### src/rtl/pulse_stretcher.sv
// Stretches single-cycle strobes into fixed-width trigger pulses separated by a guaranteed low gap.
// Define PULSE_STRETCHER_RETRIG_EN for retriggerable mode (strobes during HIGH extend the pulse).
module pulse_stretcher #(
    parameter int HIGH_CYCLES = 4,
    parameter int GAP_CYCLES  = 2,
    parameter int PEND_W      = 2
) (
    input  logic              clk,
    input  logic              rst,
    input  logic              pulse_in,
    input  logic              clr_ovf,
    output logic              trigger,
    output logic              busy,
    output logic [PEND_W-1:0] pend_cnt,
    output logic              overflow
);

    localparam int MAXC  = (HIGH_CYCLES > GAP_CYCLES) ? HIGH_CYCLES : GAP_CYCLES;
    localparam int CNT_W = (MAXC > 1) ? $clog2(MAXC) : 1;

    localparam logic [CNT_W-1:0]  HIGH_LAST = CNT_W'(HIGH_CYCLES - 1);
    localparam logic [CNT_W-1:0]  GAP_LAST  = CNT_W'(GAP_CYCLES - 1);
    localparam logic [PEND_W-1:0] PEND_MAX  = '1;

    typedef enum logic [1:0] {
        IDLE = 2'd0,
        HIGH = 2'd1,
        GAP  = 2'd2
    } state_t;

    state_t            state;
    state_t            state_next;
    logic [CNT_W-1:0]  phase;
    logic [CNT_W-1:0]  phase_next;
    logic [PEND_W-1:0] pend_next;
    logic              overflow_next;
    logic              trigger_next;
    logic              busy_next;
    logic              inc;
    logic              consume;
    logic              ovf_event;

    // Every output is a flop so that reset clears them without waiting for a clock.
    always_ff @(posedge clk or posedge rst) begin
        if (rst) begin
            state    <= IDLE;
            phase    <= '0;
            pend_cnt <= '0;
            overflow <= 1'b0;
            trigger  <= 1'b0;
            busy     <= 1'b0;
        end else begin
            state    <= state_next;
            phase    <= phase_next;
            pend_cnt <= pend_next;
            overflow <= overflow_next;
            trigger  <= trigger_next;
            busy     <= busy_next;
        end
    end

    always_comb begin
        state_next = state;
        phase_next = phase;
        inc        = 1'b0;
        consume    = 1'b0;
        case (state)
            IDLE: begin
                if (pulse_in) begin
                    state_next = HIGH;
                    phase_next = '0;
                end
            end
            HIGH: begin
`ifdef PULSE_STRETCHER_RETRIG_EN
                if (pulse_in) begin
                    phase_next = '0;
                end else if (phase == HIGH_LAST) begin
                    state_next = GAP;
                    phase_next = '0;
                end else begin
                    phase_next = phase + CNT_W'(1);
                end
`else
                inc = pulse_in;
                if (phase == HIGH_LAST) begin
                    state_next = GAP;
                    phase_next = '0;
                end else begin
                    phase_next = phase + CNT_W'(1);
                end
`endif
            end
            GAP: begin
                if (phase == GAP_LAST) begin
                    phase_next = '0;
                    if ((pend_cnt != '0) || pulse_in) begin
                        state_next = HIGH;
                        consume    = 1'b1;
                    end else begin
                        state_next = IDLE;
                    end
                end else begin
                    inc        = pulse_in;
                    phase_next = phase + CNT_W'(1);
                end
            end
            default: begin
                state_next = IDLE;
                phase_next = '0;
            end
        endcase

        // A launch that coincides with a new strobe swaps one request for another.
        pend_next = pend_cnt;
        ovf_event = 1'b0;
        if (inc) begin
            if (pend_cnt == PEND_MAX) begin
                ovf_event = 1'b1;
            end else begin
                pend_next = pend_cnt + PEND_W'(1);
            end
        end else if (consume && !pulse_in) begin
            pend_next = pend_cnt - PEND_W'(1);
        end

        overflow_next = (overflow && !clr_ovf) || ovf_event;
    end

    always_comb begin
        trigger_next = (state_next == HIGH);
        busy_next    = (state_next != IDLE);
    end

endmodule

### config.mk
export PLATFORM = sky130hd
export DESIGN_NAME = pulse_stretcher
export DESIGN_NICKNAME = d
export VERILOG_FILES = /design/src/rtl/pulse_stretcher.sv
export SDC_FILE = /design/constraint.sdc
export NUM_CORES = 1
export LEC_CHECK = 0
export ABC_AREA = 0
export BUFFER_PORTS_ARGS = -buffer_cell sky130_fd_sc_hd__buf_2
export CAP_MARGIN = 20
export CORE_AREA = 2 2 39 41
export DETAILED_ROUTE_END_ITERATION = 8
export DIE_AREA = 0 0 41 43
export PLACE_DENSITY = 0.61
export SYNTH_ARGS = -nofsm -noshare
export SYNTH_HDL_FRONTEND = slang
export SYNTH_SLANG_ARGS = --single-unit
### constraint.sdc
create_clock -name clk -period 1.8 [get_ports clk]
set_input_delay 0.27 -clock clk [delete_from_list [all_inputs] [get_ports clk]]
set_output_delay 0.27 -clock clk [all_outputs]
set_load 0.005 [all_outputs]
# == Word level (Yosys, flattened, before mapping) ==
# Index checks and enable logic that the tools add are counted.
# op_classes
n_addsub,3
mul,0
div_mod_pow,0
n_lt_le_gt_ge,0
n_eq_ne,8
shift,0
n_mux,19
bitwise_logic,0
n_reduce_logical,11
# ops
op,n
2-to-1 mux 2 bit,9
one-hot mux 2 bit (3 select lines),2
2-to-1 mux 1 bit,7
equality test 2 x 1 -> 1 bit (second input constant),3
equality test 2 bit (second input constant),3
nonzero test 2 bit,3
adder 2 x 1 -> 2 bit (second input constant),2
inequality test 2 bit (second input constant),2
logical AND 1 bit,2
logical NOT 1 bit,2
logical NOT 2 bit,1
logical OR 1 bit,2
one-hot mux 1 bit (2 select lines),1
AND reduction 2 bit,1
subtractor 2 x 1 -> 2 bit (second input constant),1
# word_totals
register_bits,9
latch_bits,0
mem_bits_rw,0
rom_bits,0
in_bits,4
out_inout_bits,5
wordCells,47
mem_count,0

# == Logic depth before layout (Yosys ltp) ==
# Gate-level depths: netlist of run 1.
# depth
word_depth,8
mapped_depth,6
mapped_depth_nobuf,5

# == Least setup slack after synthesis of run 1 ==
# No wires, ideal clock.
# synth_path
kind,register -> register
startpoint,reg state[0]
endpoint,reg busy
setup_ns,0.146
arrival_ns,1.358
t_required_ns,1.654
path_slack_ns,0.297
stages_incl_launch_ff,7
path_buffers,1
synth_period_minus_slack_ns,1.503
cell_sequence,dfrtp_1 > inv_1 > ha_1 > nor2b_4 > buf_6 > o31ai_2 > a41oi_1
# synth_between
elab_chain_cells,3
word_cells_on_any_way,8
cone_classes,2 x eq/ne; 4 x mux; 2 x reduce/logical
# synth_lines
item,line_no,source
from (decl),31,state_t state;
from (signal assigned),53,state <= state_next;
"equality test 2 bit, or another cell as far along",67,case (state)
one-hot mux 2 bit (3 select lines) (*),67,
nonzero test 2 bit (*),132,busy_next = (state_next != IDLE);
via busy_next,38,logic busy_next;
to (signal assigned),58,busy <= busy_next;
to (decl),13,"output logic busy,"
# The timed path passes the listed nets; every way through them passes the cells marked *.
# A chain may end at the register's enable or synchronous reset.

# == Worst setup path after layout of run 1 ==
# layout_path
startpoint,reg state[0]
endpoint,reg trigger
# layout_between
elab_chain_cells,3
word_cells_on_any_way,8
cone_classes,3 x eq/ne; 4 x mux; 1 x reduce/logical
# layout_lines
item,line_no,source
"equality test 2 bit, or another cell as far along",67,
one-hot mux 2 bit (3 select lines) (*),67,
equality test 2 x 1 -> 1 bit (*),131,trigger_next = (state_next == HIGH);
via trigger_next,37,logic trigger_next;
to (signal assigned),57,trigger <= trigger_next;
to (decl),12,"output logic trigger,"
# Marks and branches as above.

==> metrics.md, run 1 <==
| Metric | Value |
|---|---|
| Placer Congestion | `0.799` |
| Final min period | `1.64 ns` |
| Fillers | `124` |
| Mapped cell area | `592 µm²` |
| Worst Path Arrival | `1.80 ns` |
| Hold Buf Count CTS | `1` |
| Worst setup EP type | `flip-flop` |
| Worst hold-check path type | `in2reg` |
| CTS sink cnt | `9` |
| Warnings from Yosys | `0` |
| PD cells | `1360 mW/mm²` |
| CP Buf/Inv Count | `1` |
| DIE AREA | `0.00176 mm²` |
| Total Routing Usage GR | `15.6%` |
| Post-layout nets | `82` |
| Number of nets still failing antenna checks after routing | `0` |
| Area contributors post-synth | `dfrtp_1 38%, ha_1 15%, inv_1 6.3%` |
| Starting Density | `42.8%` |
| Netlist cell types | `26` |
| Post-CTS Resized | `0` |
| Die Wd | `41 µm` |
| Die H | `43 µm` |
| Setup Crit Path Kind | `reg2reg` |
| Residual DRC | `0` |
| Yosys reg bits | `9` |
| Core Region | `0.00138 mm²` |
| Seq/Total Area, Yosys | `38.1%` |
| Final wirelength | `1110 µm` |
| Most frequent cells in the layout | `10 x inv_1, 9 x dfrtp_1, 8 x buf_2` |
| Pre-CTS setup slack | `0.203 ns` |
| Vias per cell | `5.41` |
| Mapped Nets | `70` |
| F_max | `610 MHz` |
| Largest net degree at the start of global routing | `10` |
| Synth Instances | `59` |
| Number of global-route vias before repair | `431` |
| Clock transition at path regs | `0.06 ns` |
| Setup crit start kind | `flip-flop` |
| DR vias | `465` |
| Run status | `finished clean` |
| Clock skew | `0.00145 ns` |
| Clock share of power | `17.8%` |
| Critical path cell sequence | `inv_1, ha_1, nor2b_4, o31ai_2, a2111oi_2` |
| I/O pin cnt | `9` |
| Most common cell after layout, fill and taps aside | `inv_1` |
| Layout cells sized above 1 | `20.0%` |
| Fin crit share | `91.1%` |
| Post-CTS setup buffer count | `0` |
| Clock H-tree levels | `1` |
| Max_cap viols | `0` |
| Root buf cell | `clkbuf_4` |
| Leakage | `0.351 nW` |
| Critical path's top delay family | `compound AO/OA/AOI/OAI gates` |
| CTS buffer count | `3` |
| Sw Ratio | `39.5%` |
| Area share of the largest cell type after synthesis | `38.1%` |
| Mean Syn Cell Area | `10.0 µm²` |
| Final Max Slew Viols | `0` |
| CTS tree | `built` |
| Layout Area Growth over Synthesis | `13.5%` |
| Cell with the largest stage delay on the worst path | `dfrtp_1` |
| RSZ-0062 raised after global routing | `no` |
| First-pass DRT Iterations | `4` |
| Post-DR wirelength/cell | `12.9 µm` |
| Cell Int Power | `554 µW` |
| Initial antenna violation count | `0` |
| Skew-Pair Late Insertion Delay | `0.27 ns` |
| Initial DRC count | `21` |
| Slew headroom | `76.6%` |
| Setup violations, final | `0` |
| CP max stage delay | `0.43 ns` |
| Top cell type by total area after synthesis | `dfrtp_1` |
| Final WS setup | `0.161 ns` |
| Row count | `14` |
| Worst Path Required | `1.96 ns` |
| Ant. Diodes | `0` |
| Clock buffer depth | `2` |
| Sw power | `362 µW` |
| Port Buffers | `8` |
| First-pass GRT wire length | `1770 µm` |
| Slew @ Worst Pin | `0.350 ns` |
| Final TNS setup | `0 ns` |
| DP Wirelength | `816 µm` |
| Gr ovfl total | `0` |
| Crit path max fanout | `7` |
| Final Hold Fails | `0` |
| Sequential share of power | `35.1%` |
| VDD IR max | `0.587 mV` |
| Comb pwr share | `47.0%` |
==> sequential cells by signal, summed over array words and instances, names as in the netlist <==
name,count
pend_cnt,2
phase,2
overflow,1
trigger,1
state,2
busy,1
==> cell usage after synthesis, drive strengths merged <==
master / instances
a2111oi: 1
a21o: 1
a21oi: 3
a22oi: 1
a41oi: 1
and2b: 1
buf: 1
clkbuf: 1
dfrtp: 9
ha: 7
inv: 10
nand2: 5
nand2b: 1
nand3b: 1
nor2: 1
nor2b: 2
o2111ai: 2
o211a: 2
o21ai: 2
o221ai: 1
o22ai: 1
o31a: 1
o31ai: 3
xnor2: 1
==> per-stage QoR <==
stage	power (mW)	utilization, %	cells	instance area, µm²	hold WS (ns)
after floorplan	0.652	-	59	592	0.0979
after global placement	0.740	45.9	81	636	0.252
after detailed placement	0.752	45.9	81	636	0.252
after CTS	0.919	48.6	86	672	0.172
after global routing	0.995	48.6	86	672	0.183
final	0.916	48.6	86	672	0.177
==> area by class of cell <==
type / instances / area, µm² / area share [%]
flip-flops and latches: 9 / 225 / 33.5
multi-input cells: 38 / 313 / 46.6
clock buffers: 4 / 26.3 / 3.91
well taps: 16 / 20.0 / 2.98
repair buffers: 9 / 50.0 / 7.45
inverters: 10 / 37.5 / 5.59
==> per-layer routing <==
layer,global-route usage [%],routed length [µm],up-vias
met2,20.3,489,16
met1,20.5,517,217
li1,-,-,227
met3,3.14,54,5
met4,14.0,48,0
met5,0,0,-
==> cell families after synthesis <==
group                    synth area share, %
flip-flops                              38.1
adder cells (fa/ha/maj)                 14.8
AND/OR/NAND/NOR                         10.8
buffers and inverters                   9.09
XOR/XNOR                                1.48
AO/OA/AOI/OAI                           25.8
==> path summary, 6_finish.rpt <==
| path | startpoint | end | slack, ns | cells past startpoint |
|---|---|---|---|---|
| max | state[0] | trigger | 0.16 | 5 |
| min | clr_ovf | overflow | 0.18 | 2 |
| max reg2reg | state[0] | trigger | 0.16 | 5 |
| min reg2reg | overflow | overflow | 0.53 | 2 |
| max in group asynchronous | rst | state[0] | 1.05 | 3 |
| min in group asynchronous | rst | phase[1] | 0.50 | 3 |
==> power groups by stage <==
stage | clock (mW) | sequential [mW] | combinational (mW)
final | 0.163 | 0.322 | 0.431
after global routing | 0.175 | 0.333 | 0.487
after CTS | 0.166 | 0.321 | 0.431
after detailed placement | 0 | 0.324 | 0.428
after global placement | 0 | 0.323 | 0.418
after floorplan | 0 | 0.321 | 0.332
No activity file was read; power rests on OpenSTA's default activity.
==> run 2: changes to the inputs <==
--- a/config.mk
+++ b/config.mk
@@ -6,12 +6,12 @@
 export NUM_CORES = 1
 export LEC_CHECK = 0
 export ABC_AREA = 0
-export BUFFER_PORTS_ARGS = -buffer_cell sky130_fd_sc_hd__buf_2
 export CAP_MARGIN = 20
 export CORE_AREA = 2 2 39 41
 export DETAILED_ROUTE_END_ITERATION = 8
 export DIE_AREA = 0 0 41 43
-export PLACE_DENSITY = 0.61
+export DONT_BUFFER_PORTS = 1
+export PLACE_DENSITY = 0.55
 export SYNTH_ARGS = -nofsm -noshare
 export SYNTH_HDL_FRONTEND = slang
 export SYNTH_SLANG_ARGS = --single-unit
==> run 2 against run 1 <==
Compared with the run above: via count decreased by 7.3%; non-clock buffer count decreased by 7; cell area decreased by 4.7%; global-route usage decreased by 0.10 points; critical path depth unchanged; critical endpoint unchanged.
==> metrics.md, run 2 (synthesis gave the netlist of run 1 again) <==
| Metric | Value |
|---|---|
| Run status | `finished clean` |
| Number of nets still failing antenna checks after routing | `0` |
| I/O pin cnt | `9` |
| Die H | `43 µm` |
| Die Wd | `41 µm` |
| Root buf cell | `clkbuf_4` |
| Biggest regs | `pend_cnt: 2 flops, phase: 2 flops, state: 2 flops` |
| Layout Area Growth over Synthesis | `8.25%` |
| First-pass DRT Iterations | `3` |
| Hold Crit Depth | `1` |
| RSZ-0062 raised after global routing | `no` |
| F_max | `626 MHz` |
| Leakage | `0.329 nW` |
| Initial DRC count | `5` |
| CP max stage delay | `0.42 ns` |
| Core Region | `0.00138 mm²` |
| CTS tree | `built` |
| Max_cap viols | `0` |
| DR vias | `431` |
| Layout cells sized above 1 | `12.7%` |
| DP Wirelength | `799 µm` |
| Cell with the largest stage delay on the worst path | `dfrtp_1` |
| Worst Path Arrival | `1.76 ns` |
| Reg area | `225 µm²` |
| Reg2Reg Depth | `5` |
| First-pass GRT wire length | `1830 µm` |
| Slew @ Worst Pin | `0.361 ns` |
| CP Buf/Inv Count | `1` |
| CTS sink cnt | `9` |
| Final Hold Fails | `0` |
| Slew headroom | `75.9%` |
| Clock skew | `0.00248 ns` |
| Final TNS setup | `0 ns` |
| Clock H-tree levels | `1` |
| Post-DR wirelength/cell | `13.3 µm` |
| Placed cells | `74` |
| Worst setup EP type | `flip-flop` |
| Critical path's top delay family | `compound AO/OA/AOI/OAI gates` |
| Gr ovfl total | `0` |
| Post-CTS setup buffer count | `0` |
| Fillers | `143` |
| Fin crit share | `88.7%` |
| Initial antenna violation count | `0` |
| PD cells | `1400 mW/mm²` |
| Worst Path Required | `1.96 ns` |
| DIE AREA | `0.00176 mm²` |
| Skew-Pair Late Insertion Delay | `0.27 ns` |
| Worst hold-check path type | `in2reg` |
| Setup violations, final | `0` |
| Ant. Diodes | `0` |
| Final Max Slew Viols | `0` |
| Post-layout nets | `75` |
| Critical path cell sequence | `inv_1, ha_1, nor2b_4, o31ai_2, a2111oi_2` |
| Most common cell after layout, fill and taps aside | `inv_1` |
| Final wirelength | `1050 µm` |
| Clock buffer depth | `2` |
| Most frequent cells in the layout | `10 x inv_1, 9 x dfrtp_1, 7 x ha_1` |
| Setup crit start kind | `flip-flop` |
| Final min period | `1.60 ns` |
| Number of global-route vias before repair | `432` |
| Residual DRC | `0` |
| Port Buffers | `0` |
| Setup Crit Path Kind | `reg2reg` |
| WP depth | `5` |
| VDD IR max | `0.709 mV` |
| Row count | `14` |
| Largest net degree at the start of global routing | `10` |
| Clock transition at path regs | `0.07 ns` |
| CTS buffer count | `3` |
| Layout Cells excl Fill | `79` |
| Crit path max fanout | `7` |
| Placer Congestion | `0.765` |
| Starting Density | `42.8%` |
| Area of the multi-input gates | `313 µm²` |
| Vias per cell | `5.46` |
| Total Routing Usage GR | `15.5%` |
## run 2: cell types whose count changed in the layout (fill, tap and decap cells not counted), sizes merged
cell	previous run	this run
buf	8	1
clkinv	0	1
clkbuf	4	3
## run 2: path summary, 6_finish.rpt
check,startpoint,endpoint,slack [ns]
min in group asynchronous,rst,overflow,0.40
worst max register to register,state[0],trigger,0.20
worst min-delay path,clr_ovf,overflow,0.09
worst min register to register,phase[0],phase[0],0.55
worst max-delay path,state[0],trigger,0.20
max in group asynchronous,rst,pend_cnt[0],1.14
## run 2: area by class of cell
type | instances | area share (%)
inverters | 10 | 5.86
repair buffers | 2 | 2.73
well taps | 16 | 3.13
clock inverters | 1 | 0.781
multi-input cells | 38 | 48.8
flip-flops and latches | 9 | 35.2
clock buffers | 3 | 3.52
## run 2: metrics by stage
stage                     hold slack, ns  instance area (µm²)  total power [mW]  setup slack (ns)  utilization, %
after floorplan                   0.0979                  592             0.652             0.297               -
after global placement             0.153                  603             0.740             0.247            43.6
after detailed placement           0.154                  603             0.739             0.221            43.6
after CTS                         0.0831                  641             0.907             0.200            46.3
after global routing              0.0773                  641             0.972            0.0778            46.3
final                             0.0916                  641             0.899             0.204            46.3
## run 2: where the power goes
part	internal [mW]	switching, mW	total (mW)	leakage, nW
registers	0.270	0.0591	0.329	0.106
logic	0.189	0.216	0.405	0.206
clock network	0.0824	0.0823	0.165	0.0177
## run 2: repair_timing
| item | in CTS | in global routing |
|---|---|---|
| hold buffers | 1 | 0 |
| hold endpoints to repair | 9 | 0 |
| gates resized for setup | 0 | 0 |
| endpoints found under the setup margin | 0 | 0 |
## run 2: per-layer routing
metal  part of all wire (%)  GRT usage [%]  vias up  routed length [µm]
li1                       -              -      215                   -
met1                     49           20.2      204                 512
met2                     44           21.6       10                 458
met3                    5.2           4.19        2                  54
met4                    2.0           10.0        0                  21
met5                      0              0        -                   0
## run 2: worst register-to-register path: cells and delay by family (launching register included)
kind / cells / cell delay, ns
compound gates: 2 / 0.48
flops: 1 / 0.42
buf+inv: 1 / 0.10
fa+ha+maj: 1 / 0.24
simple gates: 1 / 0.26
